`config.mk`:
```
export PLATFORM = sky130hd
export DESIGN_NAME = lms_tap_update
export DESIGN_NICKNAME = d
export VERILOG_FILES = /design/src/rtl/lms_pkg.sv /design/src/rtl/lms_grad_unit.sv /design/src/rtl/lms_tap_update.sv
export SDC_FILE = /design/constraint.sdc
export NUM_CORES = 2
export LEC_CHECK = 0
export ABC_AREA = 0
export CORE_MARGIN = 3
export CORE_UTILIZATION = 50
export CTS_BUF_LIST = sky130_fd_sc_hd__clkbuf_4 sky130_fd_sc_hd__clkbuf_8 sky130_fd_sc_hd__clkbuf_16
export CTS_CLUSTER_SIZE = 40
export DETAILED_ROUTE_END_ITERATION = 10
export PLACE_DENSITY_LB_ADDON = 0.12
export SETUP_SLACK_MARGIN = 0.3
export SLEW_MARGIN = 20
export SYNTH_ARGS = -nofsm -noshare
export SYNTH_HDL_FRONTEND = slang
export SYNTH_SLANG_ARGS = --single-unit
```
`constraint.sdc`:
```
create_clock -name clk -period 139.3 [get_ports clk]
set_input_delay 27.86 -clock clk [delete_from_list [all_inputs] [get_ports clk]]
set_output_delay 27.86 -clock clk [all_outputs]
set_load 0.01 [all_outputs]
```
`src/rtl/lms_pkg.sv`:
```
// -----------------------------------------------------------------------------
// lms_pkg
// Shared definitions for the baud-rate LMS tap-update engine:
//   - FSM state encoding
//   - default fixed-point formats of regressor, equalizer output and taps
//   - centre-tap reset constant (1.0 in the tap format)
//   - widths of the complex products and their sums
// -----------------------------------------------------------------------------
package lms_pkg;

   typedef enum logic [1:0] {
      ST_IDLE = 2'd0,
      ST_ERR  = 2'd1,
      ST_UPD  = 2'd2,
      ST_PUB  = 2'd3
   } lms_state_t;

   localparam int NUM_TAPS_DEF = 9;
   localparam int NBT_IN       = 8;    // regressor S(8,7)
   localparam int NBF_IN       = 7;
   localparam int NBT_EQ       = 12;   // equalizer output S(12,9)
   localparam int NBF_EQ       = 9;
   localparam int NBT_TAPS     = 28;   // taps S(28,25)
   localparam int NBF_TAPS     = 25;

   // Decision error carries one extra integer bit: S(13,9)
   localparam int ERR_W  = NBT_EQ + 1;
   // e * x products are S(21,16); the two-term sums are S(22,16)
   localparam int PROD_W = ERR_W + NBT_IN;
   localparam int SUM_W  = PROD_W + 1;

   // 1.0 in S(28,25)
   localparam logic signed [NBT_TAPS-1:0] CENTER_TAP =
      {{(NBT_TAPS-NBF_TAPS-1){1'b0}}, 1'b1, {NBF_TAPS{1'b0}}};

endpackage

```
`src/rtl/lms_grad_unit.sv`:
```
// -----------------------------------------------------------------------------
// lms_grad_unit
// Shared complex gradient datapath, one tap per cycle (purely combinational):
//   g_I = eI*xI + eQ*xQ,  g_Q = eQ*xI - eI*xQ   (e * conj(x))
//   w_next = sat(w - scale(g))            [default build]
//   w_next = sat(w - (w >>> LEAK_SHIFT) - scale(g))   [LMS_LEAKAGE_EN defined]
// scale() is an arithmetic shift by STEP_SHIFT-(NBF_TAPS-NBF_EQ-NBF_IN);
// a negative amount turns into a left shift. Results saturate to the tap range.
// Ports:
//   e_i/e_q           in  S(13,9)  decision error
//   x_i/x_q           in  S(8,7)   frozen regressor sample for this tap
//   w_i/w_q           in  S(28,25) current tap value
//   w_i_next/w_q_next out S(28,25) updated tap value
// Optional feature macro: LMS_LEAKAGE_EN
// -----------------------------------------------------------------------------
module lms_grad_unit
   import lms_pkg::*;
#(
   parameter int STEP_SHIFT = 11,
   parameter int LEAK_SHIFT = 16
)(
   input  logic signed [ERR_W-1:0]    e_i,
   input  logic signed [ERR_W-1:0]    e_q,
   input  logic signed [NBT_IN-1:0]   x_i,
   input  logic signed [NBT_IN-1:0]   x_q,
   input  logic signed [NBT_TAPS-1:0] w_i,
   input  logic signed [NBT_TAPS-1:0] w_q,
   output logic signed [NBT_TAPS-1:0] w_i_next,
   output logic signed [NBT_TAPS-1:0] w_q_next
);

   // Alignment of an S(22,16) gradient times 2^-STEP_SHIFT onto the tap LSB
   localparam int SHR   = STEP_SHIFT - (NBF_TAPS - NBF_EQ - NBF_IN);
   // Wide enough for any left shift plus the tap and a guard bit
   localparam int ACC_W = NBT_TAPS + SUM_W + 2;

   localparam logic signed [ACC_W-1:0] SAT_MAX =
      {{(ACC_W-NBT_TAPS+1){1'b0}}, {(NBT_TAPS-1){1'b1}}};
   localparam logic signed [ACC_W-1:0] SAT_MIN =
      {{(ACC_W-NBT_TAPS+1){1'b1}}, {(NBT_TAPS-1){1'b0}}};

   logic signed [PROD_W-1:0] e_i_w, e_q_w, x_i_w, x_q_w;
   logic signed [PROD_W-1:0] p_ii, p_qq, p_qi, p_iq;
   logic signed [SUM_W-1:0]  g_i, g_q;
   logic signed [ACC_W-1:0]  g_i_ext, g_q_ext, s_i, s_q;
   logic signed [ACC_W-1:0]  w_i_ext, w_q_ext, l_i, l_q, r_i, r_q;

   // Operands widened up front so every product is computed at full width
   assign e_i_w = {{(PROD_W-ERR_W){e_i[ERR_W-1]}}, e_i};
   assign e_q_w = {{(PROD_W-ERR_W){e_q[ERR_W-1]}}, e_q};
   assign x_i_w = {{(PROD_W-NBT_IN){x_i[NBT_IN-1]}}, x_i};
   assign x_q_w = {{(PROD_W-NBT_IN){x_q[NBT_IN-1]}}, x_q};

   assign p_ii = e_i_w * x_i_w;
   assign p_qq = e_q_w * x_q_w;
   assign p_qi = e_q_w * x_i_w;
   assign p_iq = e_i_w * x_q_w;

   assign g_i = {p_ii[PROD_W-1], p_ii} + {p_qq[PROD_W-1], p_qq};
   assign g_q = {p_qi[PROD_W-1], p_qi} - {p_iq[PROD_W-1], p_iq};

   assign g_i_ext = {{(ACC_W-SUM_W){g_i[SUM_W-1]}}, g_i};
   assign g_q_ext = {{(ACC_W-SUM_W){g_q[SUM_W-1]}}, g_q};
   assign w_i_ext = {{(ACC_W-NBT_TAPS){w_i[NBT_TAPS-1]}}, w_i};
   assign w_q_ext = {{(ACC_W-NBT_TAPS){w_q[NBT_TAPS-1]}}, w_q};

   if (SHR >= 0) begin : g_shift_right
      assign s_i = g_i_ext >>> SHR;   // floor
      assign s_q = g_q_ext >>> SHR;
   end else begin : g_shift_left
      assign s_i = g_i_ext <<< (-SHR);
      assign s_q = g_q_ext <<< (-SHR);
   end

`ifdef LMS_LEAKAGE_EN
   assign l_i = w_i_ext >>> LEAK_SHIFT;
   assign l_q = w_q_ext >>> LEAK_SHIFT;
`else
   assign l_i = '0;
   assign l_q = '0;
   // Leakage is compiled out; LEAK_SHIFT is only range-qualified here.
   if (LEAK_SHIFT < 0) begin : g_leak_shift_negative
   end
`endif

   assign r_i = w_i_ext - l_i - s_i;
   assign r_q = w_q_ext - l_q - s_q;

   function automatic logic signed [NBT_TAPS-1:0] sat(input logic signed [ACC_W-1:0] v);
      if (v > SAT_MAX)
         return SAT_MAX[NBT_TAPS-1:0];
      else if (v < SAT_MIN)
         return SAT_MIN[NBT_TAPS-1:0];
      else
         return v[NBT_TAPS-1:0];
   endfunction

   assign w_i_next = sat(r_i);
   assign w_q_next = sat(r_q);

endmodule

```
`src/rtl/lms_tap_update.sv`:
```
// -----------------------------------------------------------------------------
// lms_tap_update
// Baud-rate LMS adaptation engine downstream of the fractionally spaced
// equalizer. Slices the equalizer output per rail, forms the decision error,
// updates all taps (one per cycle) against a frozen copy of the T/2 regressor
// and publishes the tap banks with a one-cycle load strobe.
// Ports:
//   clk, i_reset (async, active high), i_en_rx (low = synchronous clear)
//   i_ctrl, i_is_data_I/Q   regressor shift strobe and samples S(8,7)
//   i_eq_I/Q, i_sym_valid   equalizer output S(12,9) and baud strobe
//   i_en_adapt              enables the tap update for the captured symbol
//   o_taps_I/Q, o_en_taps   packed taps (tap j at [(j+1)*28-1 : j*28]), strobe
//   o_dec_I/Q, o_err_I/Q, o_dec_valid   decision sign, error S(13,9), valid
//   o_busy, o_overrun       update in progress, dropped i_sym_valid pulse
// Optional feature macro: LMS_LEAKAGE_EN (tap leakage inside lms_grad_unit)
// -----------------------------------------------------------------------------
module lms_tap_update
   import lms_pkg::*;
#(
   parameter int NUM_TAPS   = NUM_TAPS_DEF,
   parameter int SLICE_LVL  = 256,
   parameter int STEP_SHIFT = 11,
   parameter int LEAK_SHIFT = 16
)(
   input  logic                         clk,
   input  logic                         i_reset,
   input  logic                         i_en_rx,
   input  logic                         i_ctrl,
   input  logic [NBT_IN-1:0]            i_is_data_I,
   input  logic [NBT_IN-1:0]            i_is_data_Q,
   input  logic [NBT_EQ-1:0]            i_eq_I,
   input  logic [NBT_EQ-1:0]            i_eq_Q,
   input  logic                         i_sym_valid,
   input  logic                         i_en_adapt,
   output logic [NUM_TAPS*NBT_TAPS-1:0] o_taps_I,
   output logic [NUM_TAPS*NBT_TAPS-1:0] o_taps_Q,
   output logic                         o_en_taps,
   output logic                         o_dec_I,
   output logic                         o_dec_Q,
   output logic signed [ERR_W-1:0]      o_err_I,
   output logic signed [ERR_W-1:0]      o_err_Q,
   output logic                         o_dec_valid,
   output logic                         o_busy,
   output logic                         o_overrun
);

   localparam int KW     = (NUM_TAPS > 1) ? $clog2(NUM_TAPS) : 1;
   localparam int CENTER = NUM_TAPS / 2;
   localparam logic signed [ERR_W-1:0] SLICE = ERR_W'(SLICE_LVL);

   lms_state_t state_reg, state_next;

   logic [NUM_TAPS*NBT_IN-1:0] x_i_reg, x_q_reg;     // live regressor copy
   logic [NUM_TAPS*NBT_IN-1:0] xs_i_reg, xs_q_reg;   // frozen at capture
   logic [KW-1:0]              k_reg;
   logic                       adapt_reg;
   logic                       dec_i_reg, dec_q_reg, dec_valid_reg, en_taps_reg;
   logic signed [ERR_W-1:0]    err_i_reg, err_q_reg;

   logic signed [NBT_TAPS-1:0] w_i_reg   [NUM_TAPS];
   logic signed [NBT_TAPS-1:0] w_q_reg   [NUM_TAPS];
   logic signed [NBT_TAPS-1:0] pub_i_reg [NUM_TAPS];
   logic signed [NBT_TAPS-1:0] pub_q_reg [NUM_TAPS];

   logic signed [ERR_W-1:0]    y_i_ext, y_q_ext, err_i_next, err_q_next;
   logic signed [NBT_IN-1:0]   xk_i, xk_q;
   logic signed [NBT_TAPS-1:0] w_i_next, w_q_next;

   // Sign slicer: d = -SLICE for negative y, +SLICE otherwise; e = y - d.
   // Evaluated on the live input so the registered decision is visible during
   // the ERR cycle, which is also what the update phase consumes.
   assign y_i_ext    = {i_eq_I[NBT_EQ-1], i_eq_I};
   assign y_q_ext    = {i_eq_Q[NBT_EQ-1], i_eq_Q};
   assign err_i_next = i_eq_I[NBT_EQ-1] ? (y_i_ext + SLICE) : (y_i_ext - SLICE);
   assign err_q_next = i_eq_Q[NBT_EQ-1] ? (y_q_ext + SLICE) : (y_q_ext - SLICE);

   // ---------------- FSM ----------------
   always_ff @(posedge clk or posedge i_reset) begin
      if (i_reset)
         state_reg <= ST_IDLE;
      else
         state_reg <= state_next;
   end

   always_comb begin
      state_next = state_reg;
      case (state_reg)
         ST_IDLE: if (i_sym_valid) state_next = ST_ERR;
         ST_ERR:  state_next = adapt_reg ? ST_UPD : ST_IDLE;
         ST_UPD:  if (k_reg == KW'(NUM_TAPS-1)) state_next = ST_PUB;
         ST_PUB:  state_next = ST_IDLE;
         default: state_next = ST_IDLE;
      endcase
      if (!i_en_rx)
         state_next = ST_IDLE;
   end

   // ---------------- Regressor copy (tap 0 = newest sample) ----------------
   always_ff @(posedge clk or posedge i_reset) begin
      if (i_reset) begin
         x_i_reg <= '0;
         x_q_reg <= '0;
      end else if (!i_en_rx) begin
         x_i_reg <= '0;
         x_q_reg <= '0;
      end else if (i_ctrl) begin
         x_i_reg <= {x_i_reg[(NUM_TAPS-1)*NBT_IN-1:0], i_is_data_I};
         x_q_reg <= {x_q_reg[(NUM_TAPS-1)*NBT_IN-1:0], i_is_data_Q};
      end
   end

   // ---------------- Shared gradient datapath ----------------
   assign xk_i = xs_i_reg[k_reg*NBT_IN +: NBT_IN];
   assign xk_q = xs_q_reg[k_reg*NBT_IN +: NBT_IN];

   lms_grad_unit #(
      .STEP_SHIFT (STEP_SHIFT),
      .LEAK_SHIFT (LEAK_SHIFT)
   ) u_grad (
      .e_i      (err_i_reg),
      .e_q      (err_q_reg),
      .x_i      (xk_i),
      .x_q      (xk_q),
      .w_i      (w_i_reg[k_reg]),
      .w_q      (w_q_reg[k_reg]),
      .w_i_next (w_i_next),
      .w_q_next (w_q_next)
   );

   // ---------------- Capture, update and publish ----------------
   always_ff @(posedge clk or posedge i_reset) begin
      if (i_reset) begin
         xs_i_reg      <= '0;
         xs_q_reg      <= '0;
         k_reg         <= '0;
         adapt_reg     <= 1'b0;
         dec_i_reg     <= 1'b0;
         dec_q_reg     <= 1'b0;
         err_i_reg     <= '0;
         err_q_reg     <= '0;
         dec_valid_reg <= 1'b0;
         en_taps_reg   <= 1'b0;
         for (int j = 0; j < NUM_TAPS; j++) begin
            w_i_reg[j]   <= (j == CENTER) ? CENTER_TAP : '0;
            w_q_reg[j]   <= '0;
            pub_i_reg[j] <= (j == CENTER) ? CENTER_TAP : '0;
            pub_q_reg[j] <= '0;
         end
      end else if (!i_en_rx) begin
         xs_i_reg      <= '0;
         xs_q_reg      <= '0;
         k_reg         <= '0;
         adapt_reg     <= 1'b0;
         dec_i_reg     <= 1'b0;
         dec_q_reg     <= 1'b0;
         err_i_reg     <= '0;
         err_q_reg     <= '0;
         dec_valid_reg <= 1'b0;
         en_taps_reg   <= 1'b0;
         for (int j = 0; j < NUM_TAPS; j++) begin
            w_i_reg[j]   <= (j == CENTER) ? CENTER_TAP : '0;
            w_q_reg[j]   <= '0;
            pub_i_reg[j] <= (j == CENTER) ? CENTER_TAP : '0;
            pub_q_reg[j] <= '0;
         end
      end else begin
         dec_valid_reg <= 1'b0;
         en_taps_reg   <= 1'b0;
         case (state_reg)
            ST_IDLE: begin
               if (i_sym_valid) begin
                  xs_i_reg      <= x_i_reg;
                  xs_q_reg      <= x_q_reg;
                  dec_i_reg     <= i_eq_I[NBT_EQ-1];
                  dec_q_reg     <= i_eq_Q[NBT_EQ-1];
                  err_i_reg     <= err_i_next;
                  err_q_reg     <= err_q_next;
                  dec_valid_reg <= 1'b1;
                  adapt_reg     <= i_en_adapt;
                  k_reg         <= '0;
               end
            end
            ST_UPD: begin
               w_i_reg[k_reg] <= w_i_next;
               w_q_reg[k_reg] <= w_q_next;
               k_reg          <= k_reg + 1'b1;
            end
            ST_PUB: begin
               for (int j = 0; j < NUM_TAPS; j++) begin
                  pub_i_reg[j] <= w_i_reg[j];
                  pub_q_reg[j] <= w_q_reg[j];
               end
               en_taps_reg <= 1'b1;
            end
            default: ;
         endcase
      end
   end

   // ---------------- Outputs ----------------
   for (genvar gi = 0; gi < NUM_TAPS; gi++) begin : g_pack
      assign o_taps_I[gi*NBT_TAPS +: NBT_TAPS] = pub_i_reg[gi];
      assign o_taps_Q[gi*NBT_TAPS +: NBT_TAPS] = pub_q_reg[gi];
   end

   assign o_en_taps   = en_taps_reg;
   assign o_dec_I     = dec_i_reg;
   assign o_dec_Q     = dec_q_reg;
   assign o_err_I     = err_i_reg;
   assign o_err_Q     = err_q_reg;
   assign o_dec_valid = dec_valid_reg;
   assign o_busy      = (state_reg != ST_IDLE);
   // A baud strobe that lands while an update is running is dropped
   assign o_overrun   = i_sym_valid && i_en_rx && (state_reg != ST_IDLE);

endmodule

```
==> impl_metrics.ini <==
[synth]
synthTopCellsByArea = dfrtp_1 46%, fa_1 12%, a22o_1 11%
yosysWarnings = 0
synthFlopType = dfrtp_1
ys_ff_latch = 1333
ys_async_sr_fraction_pct = 100
syn-cell-area_um2 = 71900
synth_area_per_cell_um2 = 12.1
synth-compound-area-share_pct = 18.2
synth_top_family_by_area = compound AO/OA/AOI/OAI gates
synth-xor-area-share_pct = 1.22
yosysMostFrequentCell = dfrtp_1
yosysTopAreaCellShare_pct = 46.3
ys_types = 74
netlist_instances = 5959
synth_fp_nets = 6625
synth_adder_area_share_pct = 15.2
synth_top_cell_by_area = dfrtp_1
muxShareOfSynthArea_pct = 6.75
synth-edff-count = 0
ys_top_cells_by_count = 1331 x dfrtp_1, 910 x a22o_1, 530 x inv_1, 425 x fa_1, 354 x clkbuf_1
yosysSeqAreaShare_pct = 46.4
synthSimpleGateAreaFrac_pct = 6.87

[final_layout]
syn_to_final_growth_pct = 17.7
nFillCells = 11600
drive_gt1_share_pct = 9.29
fin_nets = 7009
post-route-util_pct = 59.5
fin_cells = 8351

[power_and_ir_drop]
power_density_nw_per_um2 = 12.1
finalPower_uw = 1020
vdd_drop_max_uv = 13.0
p_leak_uw = 0.0399

[sta]
slew_headroom_pct = 13.9
worst_pin_slew_ps = 1290
fmax_ghz = 0.0175
skew_ps = 56.5
finalSetupTns_ps = 0
layout_setup_ws_ps = 82240
min_period_ps = 57060
grt_setup_unrepaired = false
finalCritPeriodShare_pct = 41.0
setup_violations = 0
drv_slew = 0
hold_viol = 0

[global_routing]
grt_pass1_vias = 53300
antenna_found_initial = 2
grt_max_degree = 241
grtUsageTotal_pct = 31.1
overflow = 0
grt_pass1_wl_mm = 347

[floorplanning]
die_h_um = 385
die-area_um2 = 148000
initial_core_util_pct = 50.6
rows = 138
pin_count = 582
core_um2 = 142000
die_w_um = 385

[critical_path]
startpoint_type = primary input
path_cells = clkdlybuf4s50_1 > nand2_1 > nor2_1 > clkdlybuf4s50_1
arrival_ps = 29200
cp_slowest_cell = clkdlybuf4s50_1
end_kind = output pin
crit_fanout = 5
path_class = primary input to output pin
cp_common_cell = clkdlybuf4s50_1
required_ps = 111440
max_stage_delay_ps = 600

[cts]
cts_hold_buf = 0
htree_levels = 4
clk_latency_ps = 810
cts_setup_buffers = 0
ctsResizeCount = 0
cts_root_buffer = clkbuf_16
cts_sinks = 1333
cts_tree = yes
numCtsBuffers = 145
clk_pin_slew_worst_paths_ps = 60
clock_path_buffers = 3

[detailed_routing]
first_pass_iters = 6
ant_nets = 0
first_iter_violations = 4751
drc = 0
wl_per_cell_um = 27.6
routed_wl_mm = 231
viasPerCell = 6.23
via_count = 52100

[hold_path]
hold_class = flip-flop to flip-flop

[job]
drv_cap = 0

[place]
place_congestion = 0.869
place_hpwl_mm = 151
io_buffer_count = 581
dp_cells = 8085
pre_cts_ws_ps = 82230

[status]
status = completed
==> where the power goes <==
group,internal (µW),switching (µW),leakage (µW),total [µW]
clock network,242,166,0.00257,408
logic,61.7,160,0.0188,222
registers,389,4.10,0.0186,393
total,693,330,0.0399,1020
==> metal layers <==
layer	track usage, %	vias up	part of all wire (%)
met5	0	-	0
met4	15.7	0	5.5
met3	5.71	557	7.3
met2	48.3	2286	46
met1	42.0	27200	41
li1	-	22000	-
==> worst paths after layout <==
path / from / endpoint / slack (ps) / depth (start not counted)
worst max-delay path: i_sym_valid / o_overrun / 82240 / 4
worst min-delay path: o_dec_Q / o_dec_Q / 500 / 2
worst max register to register: k_reg[0] / w_q_reg[119] / 125330 / 35
worst min register to register: o_dec_Q / o_dec_Q / 500 / 2
max in group asynchronous: i_reset / o_taps_Q[196] / 107790 / 6
min in group asynchronous: i_reset / x_i_reg[2] / 27610 / 2
==> layout by cell type, fill, tap and decap left out, types with 57 or more instances in the layout <==
cell type and instances:
dfrtp_1 1327, a22o_1 910, clkdlybuf4s50_1 579, inv_1 528
fa_1 425, nand2_1 304, mux2i_1 217, a221o_1 206
and2_1 201, ha_1 195, nor2b_1 180, clkbuf_16 150
nor2_1 136, a21oi_1 127, o21ai_0 95, buf_4 92
mux4_2 90, xnor2_1 61, a22oi_1 60, mux2_2 57
==> worst max-delay path, delay by kind of cell <==
family / cells / cell delay (ps)
buffers and inverters: 2 / 1140
and+or+nand+nor: 2 / 190
==> metrics by stage <==
step / area (µm²) / hold WS (ps)
final: 84600 / 496
after global routing: 84600 / 505
after CTS: 84600 / 495
after detailed placement: 79500 / 479
after global placement: 79400 / 467
after floorplan: 71900 / 461
==> logic make-up after synthesis <==
| family | Yosys count |
|---|---|
| AOI/OAI and AO/OA | 1590 |
| DFF | 1333 |
| buffers and inverters | 980 |
| and+or+nand+nor | 973 |
| adders and majority gates | 620 |
| muxes | 365 |
| xor gates and xnor gates | 98 |
==> layout make-up <==
cell class                 instances  area [µm²]  area share (%)
multi-input combinational       3646       35000            41.4
sequential                      1333       33400            39.4
timing repair buffer             684        6740            7.96
clock buffer                     213        4410            5.21
tap                             1890        2360            2.79
inverter                         533        2010            2.38
clock inverter                    49         707           0.835
antenna                            3        7.51         0.00887
No activity file was read; power rests on OpenSTA's default activity.
